[src/rtl/accel_avg_filter.sv]
// accel_avg_filter: per-axis moving average over 2^LOG2_DEPTH samples,
// one shared adder stepping through X, Y and Z on consecutive cycles.
module accel_avg_filter #(
    parameter int LOG2_DEPTH = 3,
    parameter int DATA_W     = 16
) (
    input  logic              clk,
    input  logic              reset_n,
    input  logic              data_update,
    input  logic [DATA_W-1:0] data_x,
    input  logic [DATA_W-1:0] data_y,
    input  logic [DATA_W-1:0] data_z,
    output logic [DATA_W-1:0] avg_x,
    output logic [DATA_W-1:0] avg_y,
    output logic [DATA_W-1:0] avg_z,
    output logic              avg_valid,
    output logic              primed,
    output logic [7:0]        drop_count
);
    localparam int DEPTH = 1 << LOG2_DEPTH;
    localparam int SW    = DATA_W + LOG2_DEPTH;
    localparam logic [LOG2_DEPTH:0] FULL = (LOG2_DEPTH+1)'(DEPTH);

    typedef enum logic [2:0] {IDLE, UPD_X, UPD_Y, UPD_Z, DONE} state_t;

    state_t                   state_q, state_d;
    logic signed [DATA_W-1:0] hist_q [3][DEPTH];
    logic signed [DATA_W-1:0] hist_d [3][DEPTH];
    logic signed [SW-1:0]     sum_q [3];
    logic signed [SW-1:0]     sum_d [3];
    logic signed [DATA_W-1:0] hold_q [3];
    logic signed [DATA_W-1:0] hold_d [3];
    logic signed [DATA_W-1:0] avg_q [3];
    logic signed [DATA_W-1:0] avg_d [3];
    logic [LOG2_DEPTH-1:0]    wr_ptr_q, wr_ptr_d;
    logic [LOG2_DEPTH:0]      fill_q, fill_d;
    logic                     primed_q, primed_d;
    logic [7:0]               drop_q, drop_d;
    logic                     upd, last;
    logic [1:0]               ax;
    logic signed [SW-1:0]     new_sum;

    function automatic logic signed [SW-1:0] sx(input logic signed [DATA_W-1:0] v);
        return {{LOG2_DEPTH{v[DATA_W-1]}}, v};
    endfunction

    always_ff @(posedge clk or negedge reset_n)
        if (!reset_n) state_q <= IDLE;
        else          state_q <= state_d;

    always_comb
        state_d = state_q == IDLE ? (data_update ? UPD_X : IDLE) :
                  state_q == DONE ? IDLE : state_t'(state_q + 3'd1);

    always_comb begin
        upd       = state_q inside {UPD_X, UPD_Y, UPD_Z};
        last      = state_q == UPD_Z;
        ax        = state_q == UPD_Y ? 2'd1 : state_q == UPD_Z ? 2'd2 : 2'd0;
        avg_valid = state_q == DONE;
    end

    // The axis selected by the state owns the shared adder this cycle.
    always_comb begin
        hist_d  = hist_q;
        sum_d   = sum_q;
        avg_d   = avg_q;
        hold_d  = hold_q;
        new_sum = sum_q[ax] - sx(hist_q[ax][wr_ptr_q]) + sx(hold_q[ax]);
        if (state_q == IDLE && data_update) begin
            hold_d[0] = data_x;
            hold_d[1] = data_y;
            hold_d[2] = data_z;
        end
        if (upd) begin
            hist_d[ax][wr_ptr_q] = hold_q[ax];
            sum_d[ax]            = new_sum;
            avg_d[ax]            = new_sum[SW-1:LOG2_DEPTH];
        end
        wr_ptr_d = last ? wr_ptr_q + LOG2_DEPTH'(1) : wr_ptr_q;
        fill_d   = last && fill_q != FULL ? fill_q + (LOG2_DEPTH+1)'(1) : fill_q;
        primed_d = primed_q | (fill_d == FULL);
        drop_d   = data_update && state_q != IDLE && drop_q != 8'hFF ? drop_q + 8'd1 : drop_q;
    end

    always_ff @(posedge clk or negedge reset_n)
        if (!reset_n) begin
            hist_q   <= '{default: '0};
            sum_q    <= '{default: '0};
            hold_q   <= '{default: '0};
            avg_q    <= '{default: '0};
            wr_ptr_q <= '0;
            fill_q   <= '0;
            primed_q <= 1'b0;
            drop_q   <= 8'd0;
        end else begin
            hist_q   <= hist_d;
            sum_q    <= sum_d;
            hold_q   <= hold_d;
            avg_q    <= avg_d;
            wr_ptr_q <= wr_ptr_d;
            fill_q   <= fill_d;
            primed_q <= primed_d;
            drop_q   <= drop_d;
        end

    assign avg_x      = avg_q[0];
    assign avg_y      = avg_q[1];
    assign avg_z      = avg_q[2];
    assign primed     = primed_q;
    assign drop_count = drop_q;
endmodule

[config.mk]
export PLATFORM = sky130hd
export DESIGN_NAME = accel_avg_filter
export DESIGN_NICKNAME = d
export VERILOG_FILES = /design/src/rtl/accel_avg_filter.sv
export SDC_FILE = /design/constraint.sdc
export NUM_CORES = 1
export LEC_CHECK = 0
export ABC_AREA = 1
export ABC_CLOCK_PERIOD_IN_PS = 10500
export BUFFER_PORTS_ARGS = -buffer_cell sky130_fd_sc_hd__buf_2
export CAP_MARGIN = 20
export CORE_MARGIN = 4
export CORE_UTILIZATION = 39
export CTS_BUF_LIST = sky130_fd_sc_hd__clkbuf_4 sky130_fd_sc_hd__clkbuf_8
export CTS_CLUSTER_SIZE = 24
export DETAILED_ROUTE_END_ITERATION = 6
export PLACE_DENSITY = 0.57
export SETUP_SLACK_MARGIN = 0.4
export SYNTH_ARGS = -nofsm -noshare
export SYNTH_HDL_FRONTEND = slang
export SYNTH_SLANG_ARGS = --single-unit
export TNS_END_PERCENT = 1
[constraint.sdc]
create_clock -name clk -period 10.5 [get_ports clk]
set_input_delay 2.1 -clock clk [delete_from_list [all_inputs] [get_ports clk]]
set_output_delay 2.1 -clock clk [all_outputs]
set_load 0.05 [all_outputs]
==> qor.txt, run 1 <==
CP bufs+invs -> 4
Synth Net Count -> 2785
Final TNS setup -> 0 ps
RSZ-0062 raised after global routing -> false
Die width -> 256 µm
Critical Path Fanout Max -> 54
Avg Synthesized Cell Area -> 8.90 µm²
CTS Buffer Depth -> 3
FFs w/ async S/R, synth -> 1.00
Setup slack, reg-to-reg -> 3950 ps
Inserted Clock Buffers -> 86
CTS root buffer -> clkbuf_8
WP data required -> 11060 ps
Yosys top cell area share -> 0.532
Worst-path cell chain -> inv_2 -> ha_1 -> inv_2 -> nand2_4 -> inv_4 -> buf_4 -> a22oi_1 -> nand2_1 -> nand2_1 -> o2111ai_1 -> nor3_1 -> fa_1 -> ha_1 -> a21oi_1 -> a21boi_0 -> o21ai_0 -> nand2_1 -> nand2_1 -> or2_2 -> nand3_1 -> nand2_1
Largest net degree at the start of global routing -> 192
Placed cells -> 3390
Worst R2R Path Depth -> 21
Seq cells post-synth -> 508
CP Depth -> 21
Worst Max-Slew Pin Slew -> 1120 ps
Initial antenna violation count -> 1
Fmax -> 0.153 GHz
GPL Wtd Cong -> 0.836
Clock slew seen by the registers of the worst setup and hold paths -> 70 ps
Share of cells above drive strength 1 -> 0.152
Total grt overflow -> 0
Synth warn -> 0
Post-Syn Instances -> 2687
PostCTS Resize Cnt -> 0
DR vias -> 19100
Top delay family on crit path -> simple AND/OR/NAND/NOR gates
H-Tree Depth -> 3
Tmin final -> 6550 ps
Initial Utilization -> 0.395
GRT Overall Usage -> 0.215
Post-synth EDFFs -> 0
ANT cells -> 0
Drt wl/cell -> 20.1 µm
Core area -> 0.0605 mm²
Final nets -> 2796
Crit path kind -> reg -> reg
Critical-path top delay cell -> ha_1
Critical Path Max Stage Delay -> 640 ps
CTS tree -> yes
Fin. max-slew vios -> 0
Tightest Hold Check Type -> reg -> reg
Setup Skew -> 24.2 ps
Crit path DAT -> 7110 ps
Sequential element share of the synthesized area -> 0.532
Post-CTS setup buffers -> 0
Area delta synth->final -> 11.1%
Post-Route WL -> 71100 µm
Hold depth -> 1
Final hold vios -> 0
Antenna Nets Post-Route -> 0
Std-Cell Rows -> 90
Detailed Route Iter0 Violations -> 1719
Die area -> 0.0653 mm²
FF-to-FF Start -> state_q[2]
Final Cycle Share -> 0.624
Crit-path most repeated cell -> nand2_1
Die Ht -> 256 µm
Critical Path Source Type -> flop
Detailed-route vias per instance -> 5.38
Ports -> 109
Syn Std Cell Area -> 0.0239 mm²
Final Non-Filler Cells -> 3544
RR Endpoint -> sum_q[11]
Skew-Pair Late Insertion Delay -> 670 ps
Hold_buf cts -> 0
Clock sink count -> 508
IO Port Bufs -> 108
WHS Endpoint -> primed
Post-DP HPWL -> 43900 µm
First-pass GRT wire length -> 111000 µm
DRT Pass-1 Iters -> 5
Status -> finished, final reports clean
Cell variety after synth -> 49
CP Capture Type -> flop
Largest cells by area after synthesis -> dfrtp_1 (53%), nand2_1 (8.0%), a21oi_1 (8.0%)
Final setup vio count -> 0
Worst slew margin relative to its limit -> 0.255
Ys flop type -> dfrtp_1
Hold Startpoint -> primed
Max cap viols -> 0
Area leader, netlist -> dfrtp_1
Vias in the first global route -> 18800
DRC -> 0
[layout by cell type, fill, tap and decap left out, types with 8 or more instances in the layout]
cell type    n
nand2_1    511
dfrtp_1    508
nor2_1     389
a21oi_1    377
o21ai_0    127
clkbuf_8   112
buf_2      107
nand3_1     97
inv_1       88
mux2_2      48
buf_4       43
a22oi_1     42
o22ai_1     40
a22o_1      29
ha_1        29
clkbuf_4    28
fa_1        18
nand4_1     17
nor2_4      13
o21bai_1    13
a21oi_2     12
xor2_1      12
inv_2        9
nor2_2       8
xnor2_1      8
[worst max path at each step]
stage / slack (ps) / to / from
2_1_floorplan: 6420 / avg_x[8] / state_q[2]
3_3_place_gp: 4060 / avg_x[8] / state_q[2]
3_5_place_dp: 4070 / sum_q[11] / state_q[2]
4_1_cts: 4050 / sum_q[11] / state_q[2]
5_1_grt: 3590 / sum_q[11] / state_q[2]
6_report: 3950 / sum_q[11] / state_q[2]
[cell families after synthesis]
logic type / after synthesis / synth area share
multiplexers: 48 / 0.0226
XOR/XNOR: 20 / 0.00733
flip-flops: 508 / 0.532
AO/OA/AOI/OAI: 669 / 0.158
AND/OR/NAND/NOR: 1063 / 0.182
adder cells (fa/ha/maj): 47 / 0.0303
buffers and inverters: 332 / 0.0681
[cell usage after synthesis, types with 12 or more instances]
cell	n
ha_1	29
mux2_2	48
xor2_1	12
fa_1	18
nor2_1	391
buf_2	130
nor2_2	18
nand4_1	17
inv_1	88
a21oi_1	380
o21bai_1	13
o21ai_0	127
o22ai_1	40
a22oi_1	42
a22o_1	29
dfrtp_1	508
nand2_1	512
clkbuf_1	41
nand3_1	97
buf_4	53
[flip-flops by register name (all words and copies together), names as in the netlist]
name	flops
avg_x	16
drop_count	8
fill_q	4
hist_q	384
hold_q	48
primed	1
state_q	3
sum_q	41
wr_ptr_q	3
[stage by stage]
step	setup slack, ps	hold WS [ps]	utilization	cell area [µm²]
after floorplan	6420	449	-	23900
after global placement	4060	458	0.408	24700
after detailed placement	4070	463	0.408	24700
after CTS	4050	476	0.438	26500
after global routing	3590	480	0.439	26500
final	3950	471	0.439	26500
[cell type report]
cell class              instances  area (µm²)
repair buffers                155         956
inverters                     100         383
flip-flops and latches        508       12700
multi-input cells            1847        9670
fillers                      5871       33900
clock inverters                12        98.8
well taps                     782         978
clock buffers                 140        1750
[layer usage]
metal | part of all wire | up-vias | global-route usage
li1 | - | 8957 | -
met1 | 0.45 | 9346 | 0.310
met2 | 0.46 | 642 | 0.339
met3 | 0.060 | 122 | 0.0355
met4 | 0.026 | 0 | 0.0606
met5 | 0 | - | 0
Power of run 1 is left out: the tool's default activity adds up to more than one toggle a clock period on the data nets, which glitch-free logic cannot reach.
==> run 2: changes to the inputs <==
- ABC_CLOCK_PERIOD_IN_PS: 10500 -> 6750
- clock period: 10.5 -> 6.75 ns (I/O delays scaled with it)
==> run 2 against run 1 <==
Effect of this change: count of clock-buffer cells in the layout up 4; fmax is 14% higher; clock skew grew 8.2 ps; via count grew 0.29%; die area is the same; critical path depth shrank 2; sequential cell count stayed put; wire length increased by 1.4%; final cell count is 0.45% higher; global-route usage up 0.39 points; critical path type unchanged.
==> qor.txt, run 2 (synthesized netlist as in run 1, its figures left out) <==
Share of cells above drive strength 1 -> 0.157 (+0.00489)
Antenna Nets Post-Route -> 0 (unchanged)
Die area -> 0.0653 mm² (unchanged)
Critical Path Source Type -> flop
Fin util -> 0.442 (+0.00327)
Final setup vio count -> 0 (unchanged)
Detailed Route Iter0 Violations -> 1491 (-13%)
CTS tree -> yes
Worst slew margin relative to its limit -> 0.339 (+0.0839)
Skew-Pair Late Insertion Delay -> 690 ps (+20 ps)
IO Port Bufs -> 108 (unchanged)
DR vias -> 19100 (+0.29%)
FF-to-FF Start -> state_q[2]
H-Tree Depth -> 3 (unchanged)
GRT Overall Usage -> 0.219 (+0.00394)
Commonest non-fill, non-tap cell in the layout -> nand2_1
CTS Buffer Depth -> 3 (unchanged)
Critical Path Fanout Max -> 59 (+9.3%)
CTS root buffer -> clkbuf_8
Hold depth -> 1 (unchanged)
Crit path kind -> reg -> reg
PostCTS Resize Cnt -> 0 (unchanged)
Final Non-Filler Cells -> 3560 (+0.45%)
Max cap viols -> 0 (unchanged)
Ports -> 109 (unchanged)
Inserted Clock Buffers -> 86 (unchanged)
Die width -> 256 µm (unchanged)
Initial antenna violation count -> 0 (-1)
RSZ-0062 raised after global routing -> false
WHS Endpoint -> primed
Fin. max-slew vios -> 0 (unchanged)
Register with the highest flop count -> hist_q
ANT cells -> 0 (unchanged)
Status -> finished, final reports clean
Core area -> 0.0605 mm² (unchanged)
Clock slew seen by the registers of the worst setup and hold paths -> 60 ps (about the same)
Post-CTS setup buffers -> 0 (unchanged)
Crit path DAT -> 6280 ps (-830 ps)
Top Registers -> hist_q: 384 flops, hold_q: 48 flops, sum_q: 41 flops
Setup Skew -> 32.4 ps (+8.20 ps)
Tightest Hold Check Type -> reg -> reg
CP Capture Type -> flop
Largest register FFs -> 384 (unchanged)
Clock sink count -> 508 (unchanged)
Total grt overflow -> 0 (unchanged)
Fmax -> 0.175 GHz (+14%)
First-pass GRT wire length -> 113000 µm (+1.1%)
Final Cycle Share -> 0.848 (+0.225)
Drt wl/cell -> 20.3 µm (+0.93%)
Area delta synth->final -> 11.9%
Final TNS setup -> 0 ps (unchanged)
GPL Wtd Cong -> 0.875 (+4.6%)
Largest net degree at the start of global routing -> 134 (-30%)
DRT Pass-1 Iters -> 6 (+1)
Detailed-route vias per instance -> 5.37 (-0.16%)
Tmin final -> 5730 ps (-821 ps)
Std-Cell Rows -> 90 (unchanged)
Vias in the first global route -> 19000 (+0.97%)
Post-DP HPWL -> 45000 µm (+2.7%)
Initial Utilization -> 0.395 (unchanged)
Hold_buf cts -> 0 (unchanged)
Die Ht -> 256 µm (unchanged)
Placed cells -> 3400 (+0.29%)
Commonest cells after routing, fill and taps aside -> nand2_1 (511), dfrtp_1 (508), nor2_1 (389)
WP data required -> 7300 ps (-3760 ps)
Worst Max-Slew Pin Slew -> 989 ps (-128 ps)
Final nets -> 2805 (+0.32%)
DRC -> 0 (unchanged)
Final hold vios -> 0 (unchanged)
Setup slack, reg-to-reg -> 1020 ps (-2930 ps)
Worst R2R Path Depth -> 19 (-9.5%)
Hold Startpoint -> primed
Post-Route WL -> 72100 µm (+1.4%)
RR Endpoint -> avg_x[10]
run 2: layout make-up:
cell class / count / area (µm²)
Clock buffer: 144 / 1820
Clock inverter: 15 / 149
Fill cell: 5866 / 33700
Inverter: 100 / 383
Multi-Input combinational cell: 1847 / 9660
Sequential cell: 508 / 12700
Tap cell: 782 / 978
Timing Repair Buffer: 164 / 1040
run 2: critical path: stages (launching register included):
cell	delay, ps
dfrtp_1	430
inv_2	160
ha_1	210
inv_2	120
nand2_4	440
inv_4	470
a22o_1	330
a21oi_1	190
o22ai_1	210
nor3_1	680
fa_1	570
ha_1	360
nand2_1	90
nor2_1	130
inv_1	70
o21ai_0	440
a21oi_1	160
or2_2	330
nand3_1	70
nand2_1	70
run 2: routing by layer:
layer,up-vias,GRT usage,wire length (µm)
met1,9400,0.301,31700
met3,126,0.0541,5530
met4,0,0.0573,1780
li1,8973,-,-
met5,-,0,0
met2,623,0.351,33100
run 2: metrics by stage:
stage | setup WS, ps | cell area, µm² | hold WS [ps]
final | 1020 | 26700 | 469
after detailed placement | 1070 | 24800 | 460
after CTS | 1040 | 26700 | 475
after global placement | 1100 | 24800 | 451
after floorplan | 2670 | 23900 | 449
after global routing | 612 | 26700 | 498
run 2: worst max path at each step:
stage | startpoint | endpoint | slack (ps) | depth (start not counted)
4_1_cts | state_q[2] | avg_x[10] | 1040 | 19
3_3_place_gp | state_q[2] | avg_x[10] | 1100 | 19
5_1_grt | state_q[2] | sum_q[32] | 610 | 19
6_report | state_q[2] | avg_x[10] | 1020 | 19
2_1_floorplan | state_q[2] | avg_x[8] | 2670 | 22
3_5_place_dp | state_q[2] | sum_q[32] | 1070 | 19
Power of run 2 is left out for the same reason.
==> run 3: changes to the inputs <==
- ABC_AREA: 1 -> 0
- ABC_CLOCK_PERIOD_IN_PS: 6750 -> 5700
- clock period: 6.75 -> 5.7 ns (I/O delays scaled with it)
==> run 3 against run 2 <==
Effect of this change: final cell count shrank 0.51%; sequential cell count did not move; setup slack worse by 450 ps; register-to-register slack worse by 450 ps; wire length rose by 4.4%; via count about the same; non-clock buffer count rose by 69; count of clock-buffer cells in the layout is 7 lower; fmax is 12% higher; clock skew up 3.4 ps; critical path depth shrank 3.
==> qor.txt, run 3 <==
Status -> finished, final reports clean
Syn Std Cell Area -> 0.0243 mm² (+1.5%)
CP Capture Type -> flop
Core area -> 0.0617 mm² (+2.1%)
Area leader, netlist -> dfrtp_1
Post-DP HPWL -> 47800 µm (+6.1%)
Placed cells -> 3375 (-0.74%)
Avg Synthesized Cell Area -> 9.47 µm² (+6.5%)
Count leader, synth -> nand2_1
Tmin final -> 5120 ps (-605 ps)
Skew-Pair Late Insertion Delay -> 710 ps (+20 ps)
CTS Buffer Depth -> 3 (unchanged)
IO Port Bufs -> 108 (unchanged)
Critical Path Source Type -> flop
Post-Syn Instances -> 2562 (-4.7%)
Tightest Hold Check Type -> reg -> reg
GRT Overall Usage -> 0.224 (+0.00450)
Fin. max-slew vios -> 0 (unchanged)
Total grt overflow -> 0 (unchanged)
Yosys top cell area share -> 0.524 (-0.00803)
Ports -> 109 (unchanged)
Synth warn -> 0 (unchanged)
Die area -> 0.0663 mm² (+1.5%)
Met1 wire length -> 34900 µm (+10%)
Initial antenna violation count -> 0 (unchanged)
Largest net degree at the start of global routing -> 124 (-7.5%)
Inserted Clock Buffers -> 86 (unchanged)
Final hold vios -> 0 (unchanged)
Worst-path cell chain -> inv_1 -> ha_2 -> nand2b_4 -> and2_1 -> a32o_1 -> a211oi_1 -> o211ai_1 -> fa_1 -> inv_1 -> ha_1 -> a21oi_1 -> o21ai_0 -> o211ai_1 -> a211o_1 -> a2111o_1 -> nand3_1
Detailed-route vias per instance -> 5.40 (+0.52%)
Worst Max-Slew Pin Slew -> 956 ps (-32.7 ps)
Seq cells post-synth -> 508 (unchanged)
Drt wl/cell -> 21.3 µm (+4.9%)
Clock slew seen by the registers of the worst setup and hold paths -> 70 ps (about the same)
Worst slew margin relative to its limit -> 0.360 (+0.0211)
Met3 WL -> 4610 µm (-17%)
Largest register FFs -> 384 (unchanged)
H-Tree Depth -> 3 (unchanged)
Fin util -> 0.450 (+0.00734)
Largest cells by area after synthesis -> dfrtp_1 (52%), o21ai_0 (9.1%), nand2_1 (8.1%)
WL met2 -> 33400 µm (+0.85%)
Crit path DAT -> 5750 ps (-530 ps)
Detailed Route Iter0 Violations -> 1620 (+8.7%)
Top layer in use -> met4
Critical Path Max Stage Delay -> 530 ps (-150 ps)
CP bufs+invs -> 2 (-2)
Final Non-Filler Cells -> 3542 (-0.51%)
DRC -> 0 (unchanged)
CTS root buffer -> clkbuf_8
Vias in the first global route -> 18600 (-2.1%)
Final Cycle Share -> 0.898 (+0.0501)
Crit path kind -> reg -> reg
Commonest cells after routing, fill and taps aside -> nand2_1 (511), dfrtp_1 (508), o21ai_0 (442)
Antenna Nets Post-Route -> 0 (unchanged)
Multi-input gate area in the final layout -> 0.0103 mm² (+7.1%)
Commonest non-fill, non-tap cell in the layout -> nand2_1
Register with the highest flop count -> hist_q
Synth Net Count -> 2660 (-4.5%)
Die Ht -> 257 µm (+0.74%)
Share of cells above drive strength 1 -> 0.177 (+0.0209)
FFs w/ async S/R, synth -> 1.00 (unchanged)
First-pass GRT wire length -> 115000 µm (+1.9%)
CTS tree -> yes
Synth top cells by count -> nand2_1 (522), dfrtp_1 (508), o21ai_0 (442)
Critical Path Fanout Max -> 14 (-76%)
Clock sink count -> 508 (unchanged)
Max cap viols -> 0 (unchanged)
GPL Wtd Cong -> 0.865 (-1.1%)
Die width -> 257 µm (+0.74%)
DRT Pass-1 Iters -> 7 (+1)
Top Registers -> hist_q: 384 flops, hold_q: 48 flops, sum_q: 41 flops
WP data required -> 6330 ps (-970 ps)
Fillers -> 6050 (+3.1%)
Initial Utilization -> 0.393 (-0.00201)
Critical-path top delay cell -> fa_1
Std-Cell Rows -> 91 (+1.1%)
Fmax -> 0.195 GHz (+12%)
Register area -> 0.0127 mm² (unchanged)
Top delay family on crit path -> compound AO/OA/AOI/OAI gates
Final TNS setup -> 0 ps (unchanged)
Setup Skew -> 35.8 ps (+3.40 ps)
Cell variety after synth -> 67 (+37%)
Ys flop type -> dfrtp_1
DR vias -> 19100 (+0.016%)
RSZ-0062 raised after global routing -> true
Final setup vio count -> 0 (unchanged)
Final nets -> 2739 (-2.4%)
Post-synth EDFFs -> 0 (unchanged)
Sequential element share of the synthesized area -> 0.524 (-0.00803)
ANT cells -> 0 (unchanged)
Post-Route WL -> 75300 µm (+4.4%)
Area delta synth->final -> 14.3%
==> run 3: cell types whose count changed after synthesis, sizes merged, moves of 40 or more <==
cell,change
mux2i,+143
a21oi,-258
nand3,-70
nor2,-266
buf,-79
inv,-53
clkbuf,+92
a22oi,-40
o21ai,+318
==> run 3: final timing paths <==
check	startpoint	end	slack, ps	cells after the start
worst min-delay path	hist_q[297]	hist_q[297]	470	2
worst max-delay path	state_q[0]	avg_x[15]	580	16
worst max register to register	state_q[0]	avg_x[15]	580	16
worst min register to register	hist_q[297]	hist_q[297]	470	2
min in group asynchronous	reset_n	fill_q[3]	510	1
max in group asynchronous	reset_n	avg_x[10]	3930	2
==> run 3: kinds of logic (layout without fill, tap and decap cells) <==
family | Yosys count | count (layout) | share of synthesized area
AO/OA/AOI/OAI | 727 | 727 | 0.167
XOR/XNOR | 22 | 22 | 0.00851
adder cells (fa/ha/maj) | 47 | 47 | 0.0298
buffers and inverters | 292 | 432 | 0.0559
flip-flops | 508 | 508 | 0.524
multiplexers | 199 | 199 | 0.0861
AND/OR/NAND/NOR | 767 | 770 | 0.129
==> run 3: repair_timing <==
action	4_1_cts	5_1_grt
endpoints found under the setup margin	13	33
resized for setup	0	4
hold buffers	0	0
cloned	1	2
buffers inserted	0	12
==> run 3: stage by stage <==
stage          hold WS (ps)  worst slack, ps  area, µm²
3_5_place_dp            461              337      25700
6_report                474              579      27700
3_3_place_gp            454              472      25700
4_1_cts                 476              396      27600
2_1_floorplan           442              977      24300
5_1_grt                 493              353      27700
==> run 3: final cells by class <==
class,instances,share of cell area
Clock buffer,137,0.0616
Clock inverter,15,0.00442
Inverter,47,0.00636
Multi-Input combinational cell,1765,0.373
Sequential cell,508,0.458
Tap cell,837,0.0377
Timing Repair Buffer,233,0.0589
==> run 3: layer usage <==
| layer | track usage | up-vias |
|---|---|---|
| li1 | - | 8921 |
| met4 | 0.0716 | 0 |
| met5 | 0 | - |
| met1 | 0.326 | 9408 |
| met3 | 0.0385 | 154 |
| met2 | 0.342 | 642 |
==> run 3: worst reg2reg max path: stages (launching register included) <==
cell and delay (ps):
dfrtp_1 400, inv_1 120, ha_2 390, nand2b_4 260
and2_1 430, a32o_1 350, a211oi_1 360, o211ai_1 250
fa_1 530, inv_1 40, ha_1 350, a21oi_1 90
o21ai_0 360, o211ai_1 300, a211o_1 350, a2111o_1 400
nand3_1 90
Power of run 3 is left out for the same reason.
